==> src/rtl/readout_scheduler_if.sv <==
// Row-buffer control and downstream beat handshake between the readout scheduler
// and the output buffer / link.
interface readout_scheduler_if #(
    parameter int unsigned ROW_BITS  = 2,
    parameter int unsigned BEAT_BITS = 2
);
    logic [ROW_BITS-1:0]  row_sel;
    logic                 buf_load;
    logic                 buf_shift;
    logic                 out_valid;
    logic                 out_ready;
    logic [BEAT_BITS-1:0] beat_idx;
    logic                 out_last;

    modport master (
        output row_sel, buf_load, buf_shift, out_valid, beat_idx, out_last,
        input  out_ready
    );

    modport slave (
        input  row_sel, buf_load, buf_shift, out_valid, beat_idx, out_last,
        output out_ready
    );
endinterface

==> src/rtl/readout_scheduler.sv <==
// Frame readout sequencer: per row, load the output buffer then shift out beats.
// Optional inter-row idle gap enabled by defining READOUT_ROW_GAP_EN.
module readout_scheduler #(
    parameter int unsigned PIXEL_ARRAY_HEIGHT = 4,
    parameter int unsigned PIXEL_ARRAY_WIDTH  = 8,
    parameter int unsigned OUTPUT_BUS_WIDTH   = 2,
    parameter int unsigned ROW_GAP_CYCLES     = 2
) (
    input  logic clk,
    input  logic reset,
    input  logic frame_start,
    input  logic abort,
    output logic busy,
    output logic frame_done,
    output logic frame_overrun,
    readout_scheduler_if.master link
);

    localparam int unsigned BEATS     = PIXEL_ARRAY_WIDTH / OUTPUT_BUS_WIDTH;
    localparam int unsigned ROW_BITS  = (PIXEL_ARRAY_HEIGHT > 1) ? $clog2(PIXEL_ARRAY_HEIGHT) : 1;
    localparam int unsigned BEAT_BITS = (BEATS > 1) ? $clog2(BEATS) : 1;
    localparam logic [ROW_BITS-1:0]  ROW_LAST  = ROW_BITS'(PIXEL_ARRAY_HEIGHT - 1);
    localparam logic [BEAT_BITS-1:0] BEAT_LAST = BEAT_BITS'(BEATS - 1);

    // Elaboration-time parameter sanity
    if (PIXEL_ARRAY_HEIGHT < 1) begin : g_bad_height
        $error("PIXEL_ARRAY_HEIGHT must be >= 1");
    end
    if (OUTPUT_BUS_WIDTH < 1 || PIXEL_ARRAY_WIDTH < OUTPUT_BUS_WIDTH ||
        (PIXEL_ARRAY_WIDTH % OUTPUT_BUS_WIDTH) != 0) begin : g_bad_width
        $error("PIXEL_ARRAY_WIDTH must be a non-zero multiple of OUTPUT_BUS_WIDTH");
    end
    if (ROW_GAP_CYCLES >= 65536) begin : g_bad_gap
        $error("ROW_GAP_CYCLES out of range");
    end

`ifdef READOUT_ROW_GAP_EN
    localparam int unsigned GAP_BITS = (ROW_GAP_CYCLES > 1) ? $clog2(ROW_GAP_CYCLES) : 1;
    localparam logic [GAP_BITS-1:0] GAP_LAST =
        GAP_BITS'((ROW_GAP_CYCLES > 0) ? ROW_GAP_CYCLES - 1 : 0);

    typedef enum logic [2:0] {
        S_IDLE  = 3'd0,
        S_LOAD  = 3'd1,
        S_SHIFT = 3'd2,
        S_DONE  = 3'd3,
        S_GAP   = 3'd4
    } state_t;

    logic [GAP_BITS-1:0] gap_cnt_q, gap_cnt_d;
`else
    typedef enum logic [1:0] {
        S_IDLE  = 2'd0,
        S_LOAD  = 2'd1,
        S_SHIFT = 2'd2,
        S_DONE  = 2'd3
    } state_t;
`endif

    state_t               state_q, state_d;
    logic [ROW_BITS-1:0]  row_cnt_q, row_cnt_d;
    logic [BEAT_BITS-1:0] beat_cnt_q, beat_cnt_d;

    logic [ROW_BITS-1:0]  row_sel_q, row_sel_d;
    logic [BEAT_BITS-1:0] beat_idx_q, beat_idx_d;
    logic buf_load_q, buf_load_d;
    logic out_valid_q, out_valid_d;
    logic out_last_q, out_last_d;
    logic busy_q, busy_d;
    logic frame_done_q, frame_done_d;
    logic frame_overrun_q, frame_overrun_d;
    logic buf_shift_c;

    // Next-state, counters and next registered outputs
    always_comb begin
        state_d    = state_q;
        row_cnt_d  = row_cnt_q;
        beat_cnt_d = beat_cnt_q;
`ifdef READOUT_ROW_GAP_EN
        gap_cnt_d  = gap_cnt_q;
`endif

        case (state_q)
            S_IDLE: begin
                if (frame_start && !abort) begin
                    state_d    = S_LOAD;
                    row_cnt_d  = '0;
                    beat_cnt_d = '0;
                end
            end
            S_LOAD: begin
                state_d    = S_SHIFT;
                beat_cnt_d = '0;
            end
            S_SHIFT: begin
                if (link.out_ready) begin
                    if (beat_cnt_q == BEAT_LAST) begin
                        beat_cnt_d = '0;
                        if (row_cnt_q == ROW_LAST) begin
                            state_d = S_DONE;
                        end else begin
                            row_cnt_d = row_cnt_q + ROW_BITS'(1);
`ifdef READOUT_ROW_GAP_EN
                            gap_cnt_d = '0;
                            state_d   = (ROW_GAP_CYCLES == 0) ? S_LOAD : S_GAP;
`else
                            state_d   = S_LOAD;
`endif
                        end
                    end else begin
                        beat_cnt_d = beat_cnt_q + BEAT_BITS'(1);
                    end
                end
            end
`ifdef READOUT_ROW_GAP_EN
            S_GAP: begin
                if (gap_cnt_q == GAP_LAST) begin
                    state_d = S_LOAD;
                end else begin
                    gap_cnt_d = gap_cnt_q + GAP_BITS'(1);
                end
            end
`endif
            S_DONE: state_d = S_IDLE;
            default: state_d = S_IDLE;
        endcase

        // Abort cancels any in-flight frame, winning over a same-cycle handshake
        if (abort && state_q != S_IDLE) begin
            state_d    = S_IDLE;
            row_cnt_d  = '0;
            beat_cnt_d = '0;
`ifdef READOUT_ROW_GAP_EN
            gap_cnt_d  = '0;
`endif
        end

        busy_d          = (state_d != S_IDLE);
        buf_load_d      = (state_d == S_LOAD);
        out_valid_d     = (state_d == S_SHIFT);
        row_sel_d       = (state_d == S_LOAD || state_d == S_SHIFT) ? row_cnt_d : '0;
        beat_idx_d      = (state_d == S_SHIFT) ? beat_cnt_d : '0;
        out_last_d      = (state_d == S_SHIFT) && (row_cnt_d == ROW_LAST) &&
                          (beat_cnt_d == BEAT_LAST);
        frame_done_d    = (state_d == S_DONE);
        frame_overrun_d = frame_start && !abort && (state_q != S_IDLE);
    end

    always_ff @(posedge clk or negedge reset) begin
        if (!reset) begin
            state_q         <= S_IDLE;
            row_cnt_q       <= '0;
            beat_cnt_q      <= '0;
            row_sel_q       <= '0;
            beat_idx_q      <= '0;
            buf_load_q      <= 1'b0;
            out_valid_q     <= 1'b0;
            out_last_q      <= 1'b0;
            busy_q          <= 1'b0;
            frame_done_q    <= 1'b0;
            frame_overrun_q <= 1'b0;
        end else begin
            state_q         <= state_d;
            row_cnt_q       <= row_cnt_d;
            beat_cnt_q      <= beat_cnt_d;
            row_sel_q       <= row_sel_d;
            beat_idx_q      <= beat_idx_d;
            buf_load_q      <= buf_load_d;
            out_valid_q     <= out_valid_d;
            out_last_q      <= out_last_d;
            busy_q          <= busy_d;
            frame_done_q    <= frame_done_d;
            frame_overrun_q <= frame_overrun_d;
        end
    end

`ifdef READOUT_ROW_GAP_EN
    always_ff @(posedge clk or negedge reset) begin
        if (!reset) begin
            gap_cnt_q <= '0;
        end else begin
            gap_cnt_q <= gap_cnt_d;
        end
    end
`endif

    // Shift strobe coincides with the accepted beat; an abort suppresses it
    assign buf_shift_c = out_valid_q && link.out_ready && !abort;

    assign link.row_sel   = row_sel_q;
    assign link.buf_load  = buf_load_q;
    assign link.buf_shift = buf_shift_c;
    assign link.out_valid = out_valid_q;
    assign link.beat_idx  = beat_idx_q;
    assign link.out_last  = out_last_q;
    assign busy           = busy_q;
    assign frame_done     = frame_done_q;
    assign frame_overrun  = frame_overrun_q;

endmodule

==> src/flat_wrapper.sv <==
// flat-port wrapper written by rule: the top's interface ports become plain ports
module readout_scheduler_flat 
#(
    parameter int unsigned PIXEL_ARRAY_HEIGHT = 4,
    parameter int unsigned PIXEL_ARRAY_WIDTH  = 8,
    parameter int unsigned OUTPUT_BUS_WIDTH   = 2,
    parameter int unsigned ROW_GAP_CYCLES     = 2
)
  (clk, reset, frame_start, abort, busy, frame_done, frame_overrun, link_row_sel, link_buf_load, link_buf_shift, link_out_valid, link_beat_idx, link_out_last, link_out_ready);
  readout_scheduler_if #(.ROW_BITS((((4) > 1) ? $clog2((4)) : 1)), .BEAT_BITS(((((8) / (2)) > 1) ? $clog2(((8) / (2))) : 1))) link_i ();
  input  logic clk;
  input  logic reset;
  input  logic frame_start;
  input  logic abort;
  output logic busy;
  output logic frame_done;
  output logic frame_overrun;
  output wire logic [$bits(link_i.row_sel)-1:0] link_row_sel;
  output wire logic [$bits(link_i.buf_load)-1:0] link_buf_load;
  output wire logic [$bits(link_i.buf_shift)-1:0] link_buf_shift;
  output wire logic [$bits(link_i.out_valid)-1:0] link_out_valid;
  output wire logic [$bits(link_i.beat_idx)-1:0] link_beat_idx;
  output wire logic [$bits(link_i.out_last)-1:0] link_out_last;
  input wire logic [$bits(link_i.out_ready)-1:0] link_out_ready;
  assign link_row_sel = link_i.row_sel;
  assign link_buf_load = link_i.buf_load;
  assign link_buf_shift = link_i.buf_shift;
  assign link_out_valid = link_i.out_valid;
  assign link_beat_idx = link_i.beat_idx;
  assign link_out_last = link_i.out_last;
  assign link_i.out_ready = link_out_ready;
  readout_scheduler #(.PIXEL_ARRAY_HEIGHT(PIXEL_ARRAY_HEIGHT), .PIXEL_ARRAY_WIDTH(PIXEL_ARRAY_WIDTH), .OUTPUT_BUS_WIDTH(OUTPUT_BUS_WIDTH), .ROW_GAP_CYCLES(ROW_GAP_CYCLES)) u_core (.clk(clk), .reset(reset), .frame_start(frame_start), .abort(abort), .busy(busy), .frame_done(frame_done), .frame_overrun(frame_overrun), .link(link_i));
endmodule
==> config.mk <==
export PLATFORM = sky130hd
export DESIGN_NAME = readout_scheduler_flat
export DESIGN_NICKNAME = d
export VERILOG_FILES = /design/src/rtl/readout_scheduler_if.sv /design/src/rtl/readout_scheduler.sv /design/src/flat_wrapper.sv
export SDC_FILE = /design/constraint.sdc
export NUM_CORES = 1
export LEC_CHECK = 0
export ABC_AREA = 1
export BUFFER_PORTS_ARGS = -buffer_cell sky130_fd_sc_hd__buf_2
export CAP_MARGIN = 40
export CORE_MARGIN = 5
export CORE_UTILIZATION = 50
export CTS_CLUSTER_DIAMETER = 80
export CTS_CLUSTER_SIZE = 10
export DETAILED_ROUTE_END_ITERATION = 8
export PLACE_DENSITY = 0.74
export SLEW_MARGIN = 25
export SYNTH_ARGS = -nofsm -noshare
export SYNTH_HDL_FRONTEND = slang
export SYNTH_SLANG_ARGS = --single-unit
==> constraint.sdc <==
create_clock -name clk -period 2.65 [get_ports clk]
set_input_delay 0.265 -clock clk [delete_from_list [all_inputs] [get_ports clk]]
set_output_delay 0.265 -clock clk [all_outputs]
set_load 0.02 [all_outputs]
==> run metrics <==
outcome=finished clean; global routing usage on met1=0.165; global-route wire length before repair=2.52 mm; ratio of final minimum period to clock period=0.696; synth unique cells=16; crit path kind=flip-flop to flip-flop; smallest hold slack=227 ps; origin of the critical flop-to-flop path=u_core.beat_cnt_q[0]; category of the worst setup path launch point=flip-flop; Crit path largest cell delay=420 ps; drt total wl=1.43 mm; kind of cell with the highest combined delay on the critical path=adder cells; length of the first detailed-routing pass in iterations=4; max-slew violation count=0; number of max-cap violations=0; critical path required time=2870 ps; final setup slack of the worst path=806 ps; maximum root-to-sink buffer count=2; path depth of the worst reg2reg path=9; maximum fanout encountered on the critical timing path=5; post-synthesis instance total=94; Worst slew margin=0.684; clock edge transition at the registers on the reported setup and hold paths=80 ps; pin count of the biggest net entering global routing=17; fin nets=127; Clock Sink Count=16; mean routed wirelength per cell=11.1 um; overall power consumption=0.447 mW; IO Pins=16; aggregate global routing overflow=0; sequential power share=0.577; number of gates given a new drive strength after cts=0; count of antenna diodes in the layout=0; switching share of power=0.271; filler cell count=145; Crit. End Element=flip-flop; worst hold path cell count=3; design area=917 um2; commonest non-fill, non-tap cells in the layout=25 x sky130_fd_sc_hd__nand2_1, 16 x sky130_fd_sc_hd__dfrtp_1, 15 x sky130_fd_sc_hd__buf_2, 14 x sky130_fd_sc_hd__inv_1, 11 x sky130_fd_sc_hd__nor2_1; clock root buffer master=sky130_fd_sc_hd__clkbuf_4; Max rail drop VDD=0.000324 V; Avg Cell Area, Syn=8.40 um2; initial core utilization=0.524; Die W=49.7 um; Worst R2R End=u_core.link.out_last; Skew-Pair Late Insertion Delay=280 ps; setup repair after global routing missed its margin=no; met2 track demand over resource in global routing=0.210; final critical delay including setup and external delays=1840 ps; ordered cell list for the critical path=ha_1 -> nand2_1 -> clkinv_1 -> a31oi_1 -> ha_1 -> inv_1 -> nor2_1 -> nand2_1 -> nor2_2; warning count from the yosys run=0; Crit path buffers/inverters=2; kind of path behind the tightest hold check=primary input to flip-flop; crit path DAT=2070 ps; dpl cell area=885 um2; sequential fraction of the synthesis area=0.507; Net Count, Synth=106; R2R setup slack=810 ps; flip-flop and latch count after synthesis=16; final hold violation count=0; Die ar.=0.00247 mm2; post-synthesis cell area=790 um2; most common cell after layout, fill and taps aside=sky130_fd_sc_hd__nand2_1; fraction of layout instances using a drive strength above 1=0.239; via count=613; worst-margin pin slew=472 ps; post-route antenna net violation count=0; startpoint of the worst hold path=frame_start; Inserted Clock Buffers=3; routing usage on met3=0.0361; switching power=0.121 mW; via count of the first global-routing pass=607; Cell Pwr Density=488 mW/mm2; GP Congestion=0.794; IO buf count=15; Final HPWL DP=1.17 mm; num rows=14; total setup violations reported at the end of the flow=0; maximum clock rate=542 MHz; Via-to-Cell Ratio=4.75; placeable core area=0.00151 mm2; portion of total power attributed to the clock network=0.273; cell-internal power=0.326 mW; iteration-0 DRC count of the detailed router=8; static leakage=0.534 nW; post-route clock skew=2.46 ps; Gate power share=0.149; die height=49.7 um; CTS HTree Levels=1; standard cell with the maximum stage delay on the critical path=sky130_fd_sc_hd__dfrtp_1; initial antenna violation count=0; TritonCTS clock tree=done; worst hold path endpoint=u_core.frame_overrun; pre-CTS setup slack=853 ps; peak-usage layer in the global routing report=met2; detailed-route DRC error count=0; global router's overall resource usage=0.131; setup TNS=0 ps; Area Growth Syn to Fin=16.2%
## metrics by stage
step	std cells	util
3_5_place_dp	125	0.587
3_3_place_gp	125	0.587
5_1_grt	129	0.609
4_1_cts	129	0.609
2_1_floorplan	94	-
6_report	129	0.609
## synth_stat cells
| master | n | area (um2) |
|---|---|---|
| sky130_fd_sc_hd__o21ai_1 | 1 | 5.00 |
| sky130_fd_sc_hd__ha_1 | 7 | 87.6 |
| sky130_fd_sc_hd__clkinv_1 | 1 | 3.75 |
| sky130_fd_sc_hd__inv_1 | 14 | 52.6 |
| sky130_fd_sc_hd__nand2_1 | 25 | 93.8 |
| sky130_fd_sc_hd__dfrtp_1 | 16 | 400 |
| sky130_fd_sc_hd__nand2_2 | 2 | 12.5 |
| sky130_fd_sc_hd__a21oi_1 | 1 | 5.00 |
| sky130_fd_sc_hd__a31oi_1 | 1 | 6.26 |
| sky130_fd_sc_hd__nor2_2 | 3 | 18.8 |
| sky130_fd_sc_hd__o211ai_1 | 1 | 7.51 |
| sky130_fd_sc_hd__nor2_1 | 11 | 41.3 |
| sky130_fd_sc_hd__o21bai_1 | 1 | 7.51 |
| sky130_fd_sc_hd__nand3_1 | 5 | 25.0 |
| sky130_fd_sc_hd__inv_2 | 4 | 15.0 |
| sky130_fd_sc_hd__nand3b_1 | 1 | 7.51 |
## flip-flops by register name, summed over array words and instances (netlist names)
| register | count |
|---|---|
| u_core.link.beat_idx | 2 |
| u_core.link.out_valid | 1 |
| u_core.frame_overrun | 1 |
| u_core.busy | 1 |
| u_core.frame_done | 1 |
| u_core.beat_cnt_q | 2 |
| u_core.state_q | 2 |
| u_core.link.row_sel | 2 |
| u_core.link.buf_load | 1 |
| u_core.row_cnt_q | 2 |
| u_core.link.out_last | 1 |
## what timing repair did
| action | CTS | global route |
|---|---|---|
| hold buffers | 1 | 0 |
| hold endpoints to repair | 16 | 0 |
| setup buffers | 0 | 0 |
## worst reg2reg max path, cell delays in order (launching register included)
cell                       delay [ps]
sky130_fd_sc_hd__dfrtp_1          420
sky130_fd_sc_hd__ha_1             230
sky130_fd_sc_hd__nand2_1           90
sky130_fd_sc_hd__clkinv_1          80
sky130_fd_sc_hd__a31oi_1          420
sky130_fd_sc_hd__ha_1             250
sky130_fd_sc_hd__inv_1             50
sky130_fd_sc_hd__nor2_1           100
sky130_fd_sc_hd__nand2_1           70
sky130_fd_sc_hd__nor2_2            80
## power groups by stage
stage	clock network, mW	registers [mW]	logic (mW)
CTS	0.126	0.258	0.0678
global route	0.142	0.260	0.0762
floorplan	0	0.270	0.0356
finish	0.122	0.258	0.0668
detailed placement	0	0.263	0.0666
global placement	0	0.263	0.0651
## per-layer routing
layer | vias to the layer above | share of wire
li1 | 320 | -
met1 | 278 | 0.43
met2 | 12 | 0.50
met3 | 3 | 0.052
met4 | 0 | 0.018
met5 | - | 0
## worst max path at each step
| stage | from | end | slack (ps) | cells after the start |
|---|---|---|---|---|
| floorplan | u_core.beat_cnt_q[0] | u_core.link.row_sel[1] | 1010 | 8 |
| global placement | u_core.beat_cnt_q[0] | u_core.link.out_last | 880 | 9 |
| detailed placement | u_core.beat_cnt_q[0] | u_core.link.out_last | 850 | 9 |
| CTS | u_core.beat_cnt_q[0] | u_core.link.out_last | 830 | 9 |
| global route | u_core.beat_cnt_q[0] | u_core.link.out_last | 670 | 9 |
| finish | u_core.beat_cnt_q[0] | u_core.link.out_last | 810 | 9 |
## layout make-up
| class | count | area, um2 | share of cell area |
|---|---|---|---|
| clock buffer | 3 | 22.5 | 0.0246 |
| inverter | 19 | 71.3 | 0.0778 |
| multi-input combinational | 59 | 318 | 0.347 |
| sequential | 16 | 400 | 0.437 |
| tap | 16 | 20.0 | 0.0218 |
| timing repair buffer | 16 | 85.1 | 0.0928 |
## cell families after synthesis
kind of cell,Yosys count,share of synthesized area
simple gates,47,0.252
buf+inv,19,0.0903
flops,16,0.507
fa+ha+maj,7,0.111
compound gates,5,0.0396
Note: power is estimated with default switching activity, not from simulation.
